--- src/rtl/ed_stats_pkg.sv ---
// ed_stats_pkg: shared FSM state type and default widths for error-distance statistics
// Contents:
//   state_t    - collector FSM state, 2-bit encoding
//   DEF_PW     - product width (2 x 64-bit operand)
//   DEF_CNT_W  - sample counter width
//   DEF_SUM_W  - ED accumulator width (DEF_PW + DEF_CNT_W, cannot overflow)
package ed_stats_pkg;
    localparam int DEF_PW    = 128;
    localparam int DEF_CNT_W = 32;
    localparam int DEF_SUM_W = DEF_PW + DEF_CNT_W;
    typedef enum logic [1:0] {IDLE = 2'd0, RUN = 2'd1, DRAIN = 2'd2, DONE = 2'd3} state_t;
endpackage

--- src/rtl/error_distance.sv ---
// error_distance: unsigned absolute difference |a - b|
// Ports:
//   a, b  in  W  unsigned operands
//   d     out W  |a - b|
module error_distance
    import ed_stats_pkg::*;
#(
    parameter int W = DEF_PW
) (
    input  logic [W-1:0] a,
    input  logic [W-1:0] b,
    output logic [W-1:0] d
);
    assign d = (a >= b) ? a - b : b - a;
endmodule

--- src/rtl/ed_stats_collector.sv ---
// ed_stats_collector: accumulates error-distance statistics of an approximate multiplier
// Ports:
//   clk, rst_n             clock, synchronous active-low reset
//   start, num_samples     start pulse and sample count latched for the run
//   in_valid, in_ready     sample handshake
//   p_approx, p_exact      approximate and exact products of the same operands
//   busy, done             run in progress / statistics final and stable
//   sample_count           samples fully processed
//   err_count              samples with nonzero ED
//   sum_ed, max_ed         sum and maximum of ED
module ed_stats_collector
    import ed_stats_pkg::*;
#(
    parameter int PW    = DEF_PW,
    parameter int CNT_W = DEF_CNT_W,
    parameter int SUM_W = DEF_SUM_W
) (
    input  logic             clk,
    input  logic             rst_n,
    input  logic             start,
    input  logic [CNT_W-1:0] num_samples,
    input  logic             in_valid,
    output logic             in_ready,
    input  logic [PW-1:0]    p_approx,
    input  logic [PW-1:0]    p_exact,
    output logic             busy,
    output logic             done,
    output logic [CNT_W-1:0] sample_count,
    output logic [CNT_W-1:0] err_count,
    output logic [SUM_W-1:0] sum_ed,
    output logic [PW-1:0]    max_ed
);
    state_t           state, state_nx;
    logic [CNT_W-1:0] target, accepted;
    logic [PW-1:0]    ed, s1_ed;
    logic             s1_valid, accept, launch, last;

    error_distance #(.W(PW)) u_ed (.a(p_approx), .b(p_exact), .d(ed));

    assign in_ready = (state == RUN) && (accepted < target);
    assign accept   = in_valid && in_ready;
    assign last     = accept && (accepted == target - CNT_W'(1));
    // start only takes effect when no run is in progress
    assign launch   = start && (state == IDLE || state == DONE);
    assign busy     = (state == RUN) || (state == DRAIN);
    assign done     = state == DONE;

    always_comb begin
        state_nx = state;
        case (state)
            IDLE, DONE: state_nx = launch ? ((num_samples == '0) ? DONE : RUN) : state;
            RUN:        state_nx = last ? DRAIN : RUN;
            // S2 is the statistics register itself, so once S1 is empty the
            // final sample has landed and done can rise on this edge
            DRAIN:      state_nx = s1_valid ? DRAIN : DONE;
            default:    state_nx = IDLE;
        endcase
    end

    always_ff @(posedge clk) begin
        if (!rst_n) state <= IDLE;
        else        state <= state_nx;
    end

    always_ff @(posedge clk) begin
        if (!rst_n) begin
            target       <= '0;
            accepted     <= '0;
            s1_valid     <= 1'b0;
            s1_ed        <= '0;
            sample_count <= '0;
            err_count    <= '0;
            sum_ed       <= '0;
            max_ed       <= '0;
        end else begin
            s1_valid <= accept;
            if (accept) s1_ed <= ed;
            if (launch) begin
                target       <= num_samples;
                accepted     <= '0;
                sample_count <= '0;
                err_count    <= '0;
                sum_ed       <= '0;
                max_ed       <= '0;
            end else begin
                if (accept) accepted <= accepted + CNT_W'(1);
                if (s1_valid) begin
                    sample_count <= sample_count + CNT_W'(1);
                    if (|s1_ed) err_count <= err_count + CNT_W'(1);
                    sum_ed <= sum_ed + {{(SUM_W-PW){1'b0}}, s1_ed};
                    if (s1_ed > max_ed) max_ed <= s1_ed;
                end
            end
        end
    end
endmodule

--- config.mk ---
export PLATFORM = sky130hd
export DESIGN_NAME = ed_stats_collector
export DESIGN_NICKNAME = d
export VERILOG_FILES = /design/src/rtl/ed_stats_pkg.sv /design/src/rtl/error_distance.sv /design/src/rtl/ed_stats_collector.sv
export SDC_FILE = /design/constraint.sdc
export NUM_CORES = 2
export LEC_CHECK = 0
export CORE_ASPECT_RATIO = 1.2
export CORE_MARGIN = 2
export CORE_UTILIZATION = 49
export DETAILED_ROUTE_END_ITERATION = 8
export PLACE_DENSITY = 0.79
export SETUP_SLACK_MARGIN = 0.4
export SLEW_MARGIN = 20
export SYNTH_ARGS = -nofsm -noshare
export SYNTH_HDL_FRONTEND = slang
export SYNTH_SLANG_ARGS = --single-unit
--- constraint.sdc ---
create_clock -name clk -period 10.7 [get_ports clk]
set_input_delay 2.14 -clock clk [delete_from_list [all_inputs] [get_ports clk]]
set_output_delay 2.14 -clock clk [all_outputs]
set_load 0.05 [all_outputs]
==> metrics.cfg <==
[drt]
num_vias=56500
detail_route.drc_violations=0
wl_per_cell_um=25.0
ant_nets=0
drt_pre_antenna_iters=6
post_drt_via_cell_ratio=6.39
initialDrtViolationCount=6212
wl_mm=221

[worst_setup_path]
worstSetupEndpoint=s1_ed[111]$_SDFFE_PN0P_
critPathMaxFanout=73
ff2ff_setup_slack_ps=5730
critical_path_startpoint=p_approx[59]
timing.critical_path.from_type=primary input
arrival_ps=7920
worst_r2r_startpoint=s1_ed[1]$_SDFFE_PN0P_
timing.critical_path.to_type=register
crit_type=in2reg
rr_worst_depth=13
timing.critical_path.required_ps=11190
reg2reg_to=sum_ed[119]$_SDFFE_PP0P_

[global_routing]
number_of_antenna_violations_at_the_first_check_in_global_routing=9
globalRouteTotalUtil=0.394
vias_in_the_first_global_route=53100
grt_max_degree=203
grt_first_pass_wirelength_mm=326
globalRouteOverflowTotal=0

[sta]
timing.setup.tns_ps=0
worst_hold_slack_ps=477
relative_slew_slack=0.130
setup-violations-final=0
rsz_0062_raised_after_global_routing=false
post-route-period-util=0.695
maxSlewViolCount=0
final.min_clock_period_ps=7440
skew_ps=25.9
final-hold-violation-count=0
clock.fmax_mhz=134
tightest_slew_ps=1290

[pwr]
power.net_switching_uw=3860
clock_power_share=0.246
ir_drop_mv=0.138
cellLeakagePower_uw=0.0238
seqPwrFrac=0.302
switching_share_of_total_power=0.448
p_per_area_nw_per_um2=144
cellInternalPower_uw=4760
gate_power_share=0.451

[placement]
io_buffers=646
hpwlAfterDp_mm=181
routabilityCongestion=1.09

[clock_tree]
cts_resized=0
clk_root_buffer_cell=sky130_fd_sc_hd__clkbuf_16
cts_buf_count=57
cts_setup_buffers=0
cts_tree=yes
clk_pin_slew_ps=60
cts.path.max_buffers=3
clock-sinks=547
cts-htree-levels=2
post_cts_hold_buffer_count=0
clock_latency_ps=650

[synthesis]
synth_largest_area_cell=sky130_fd_sc_hd__dfxtp_1
synth_ff_type=sky130_fd_sc_hd__dfxtp_1
synth_enable_flop_cells=0
synth-seq-area-share=0.215
mappedNetlistArea_um2=50900
syn_area_per_cell_um2=7.19
synth_async_sr_flop_share=0
ys_seq_elements=547
synth.net_count=7922
synth_cell_types=93
netlist_instances=7077
synth_top_cell_area_share=0.215
ys_top_cells_by_area=sky130_fd_sc_hd__dfxtp_1, sky130_fd_sc_hd__ha_1, sky130_fd_sc_hd__a21oi_1
synth_warnings=0

[worst_hold_path]
hp_start=sum_ed[114]$_SDFFE_PP0P_
hold_path.class=reg2reg

[die]
ioPinCount=647
initial_core_util=0.494
num_rows=129
die_area_um2=106000
design.core.area_um2=103000
dieWidth_um=298
chipHeight_um=357

[cells_and_area]
layout.cells.most_common=sky130_fd_sc_hd__a21oi_1
filler_cell_count=9777
drive_above_1_share=0.0297
mostFrequentLayoutCells=sky130_fd_sc_hd__a21oi_1, sky130_fd_sc_hd__nor2_1, sky130_fd_sc_hd__clkdlybuf4s50_1
synthToLayoutAreaGrowth_pct=17.3
num-nets-final=8275

[status]
status=completed

[job]
cap_viol_max_count=0

## worst max-delay path: stages
cell                              delay, ps
sky130_fd_sc_hd__clkdlybuf4s50_1        490
sky130_fd_sc_hd__inv_1                   50
sky130_fd_sc_hd__ha_1                   450
sky130_fd_sc_hd__a21oi_1                260
sky130_fd_sc_hd__o21ai_0                220
sky130_fd_sc_hd__a21oi_1                360
sky130_fd_sc_hd__a21boi_1               300
sky130_fd_sc_hd__o31ai_1                230
sky130_fd_sc_hd__or3_4                  410
sky130_fd_sc_hd__a211oi_4               540
sky130_fd_sc_hd__or2_4                  980
sky130_fd_sc_hd__buf_4                  450
sky130_fd_sc_hd__mux2_2                 380
sky130_fd_sc_hd__o211ai_1               180
sky130_fd_sc_hd__xor2_1                 300
sky130_fd_sc_hd__a211oi_1               120
## area by class of cell
class / count / area (um2) / share of cell area
inverter: 537 / 2020 / 0.0338
tap: 1375 / 1720 / 0.0288
multi-input combinational: 5607 / 36300 / 0.608
clock buffer: 74 / 1630 / 0.0274
antenna: 1 / 2.50 / 0.0000419
sequential: 547 / 11000 / 0.184
clock inverter: 32 / 323 / 0.00541
timing repair buffer: 680 / 6750 / 0.113
## how the worst min path moves through the flow
stage                                to  slack [ps]  cells after the start
6_report       sum_ed[114]$_SDFFE_PP0P_         480                      2
5_1_grt         sum_ed[73]$_SDFFE_PP0P_         510                      2
3_5_place_dp   sum_ed[114]$_SDFFE_PP0P_         470                      2
3_3_place_gp     max_ed[0]$_SDFFE_PP0P_         460                      2
2_1_floorplan    target[1]$_SDFFE_PN0P_         450                      2
4_1_cts        sum_ed[114]$_SDFFE_PP0P_         480                      2
## kinds of logic after synthesis
| logic type | after synthesis | synth area share |
|---|---|---|
| AO/OA/AOI/OAI | 2312 | 0.280 |
| XOR/XNOR | 387 | 0.0666 |
| adder cells (fa/ha/maj) | 553 | 0.136 |
| buffers and inverters | 923 | 0.0729 |
| flip-flops | 547 | 0.215 |
| multiplexers | 113 | 0.0224 |
| AND/OR/NAND/NOR | 2242 | 0.207 |
## synth_stat cells (194+ instances only)
cell type	n
sky130_fd_sc_hd__nand3_1	265
sky130_fd_sc_hd__nand4_1	241
sky130_fd_sc_hd__xnor2_1	202
sky130_fd_sc_hd__ha_1	550
sky130_fd_sc_hd__clkbuf_1	283
sky130_fd_sc_hd__inv_1	537
sky130_fd_sc_hd__nand2_1	612
sky130_fd_sc_hd__nor2_1	655
sky130_fd_sc_hd__dfxtp_1	547
sky130_fd_sc_hd__a21o_1	194
sky130_fd_sc_hd__o21ai_0	518
sky130_fd_sc_hd__a21oi_1	808
## power groups by stage
stage / clock network (uW) / registers (uW) / logic, uW
after floorplan: 0 / 2480 / 2580
after global placement: 0 / 2610 / 3710
after detailed placement: 0 / 2620 / 3750
after CTS: 2140 / 2570 / 3770
after global routing: 2220 / 2610 / 4180
final: 2120 / 2600 / 3890
## layer usage
layer  global-route usage  routed length (um)  up-vias
met1                0.505               89400    26800
li1                     -                   -    26100
met5                    0                  68        -
met3               0.0739               21400      567
met2                0.632               97200     3037
met4                0.199               13300       10
## registers in the layout (all words and copies together) (netlist names)
register / cells
target: 32
s1_valid: 1
max_ed: 128
sample_count: 32
s1_ed: 128
state: 2
err_count: 32
accepted: 32
sum_ed: 160
## metrics by stage
step                      cell area (um2)   util  setup slack (ps)  power (uW)  instances
after floorplan                     50900      -              5390        5050       7077
after global placement              57700  0.560              2880        6320       8746
after detailed placement            57700  0.560              2840        6370       8746
after CTS                           59700  0.579              3490        8490       8852
after global routing                59700  0.579              3190        9010       8852
final                               59700  0.579              3260        8610       8853
Note: power is estimated with default switching activity, not from simulation.
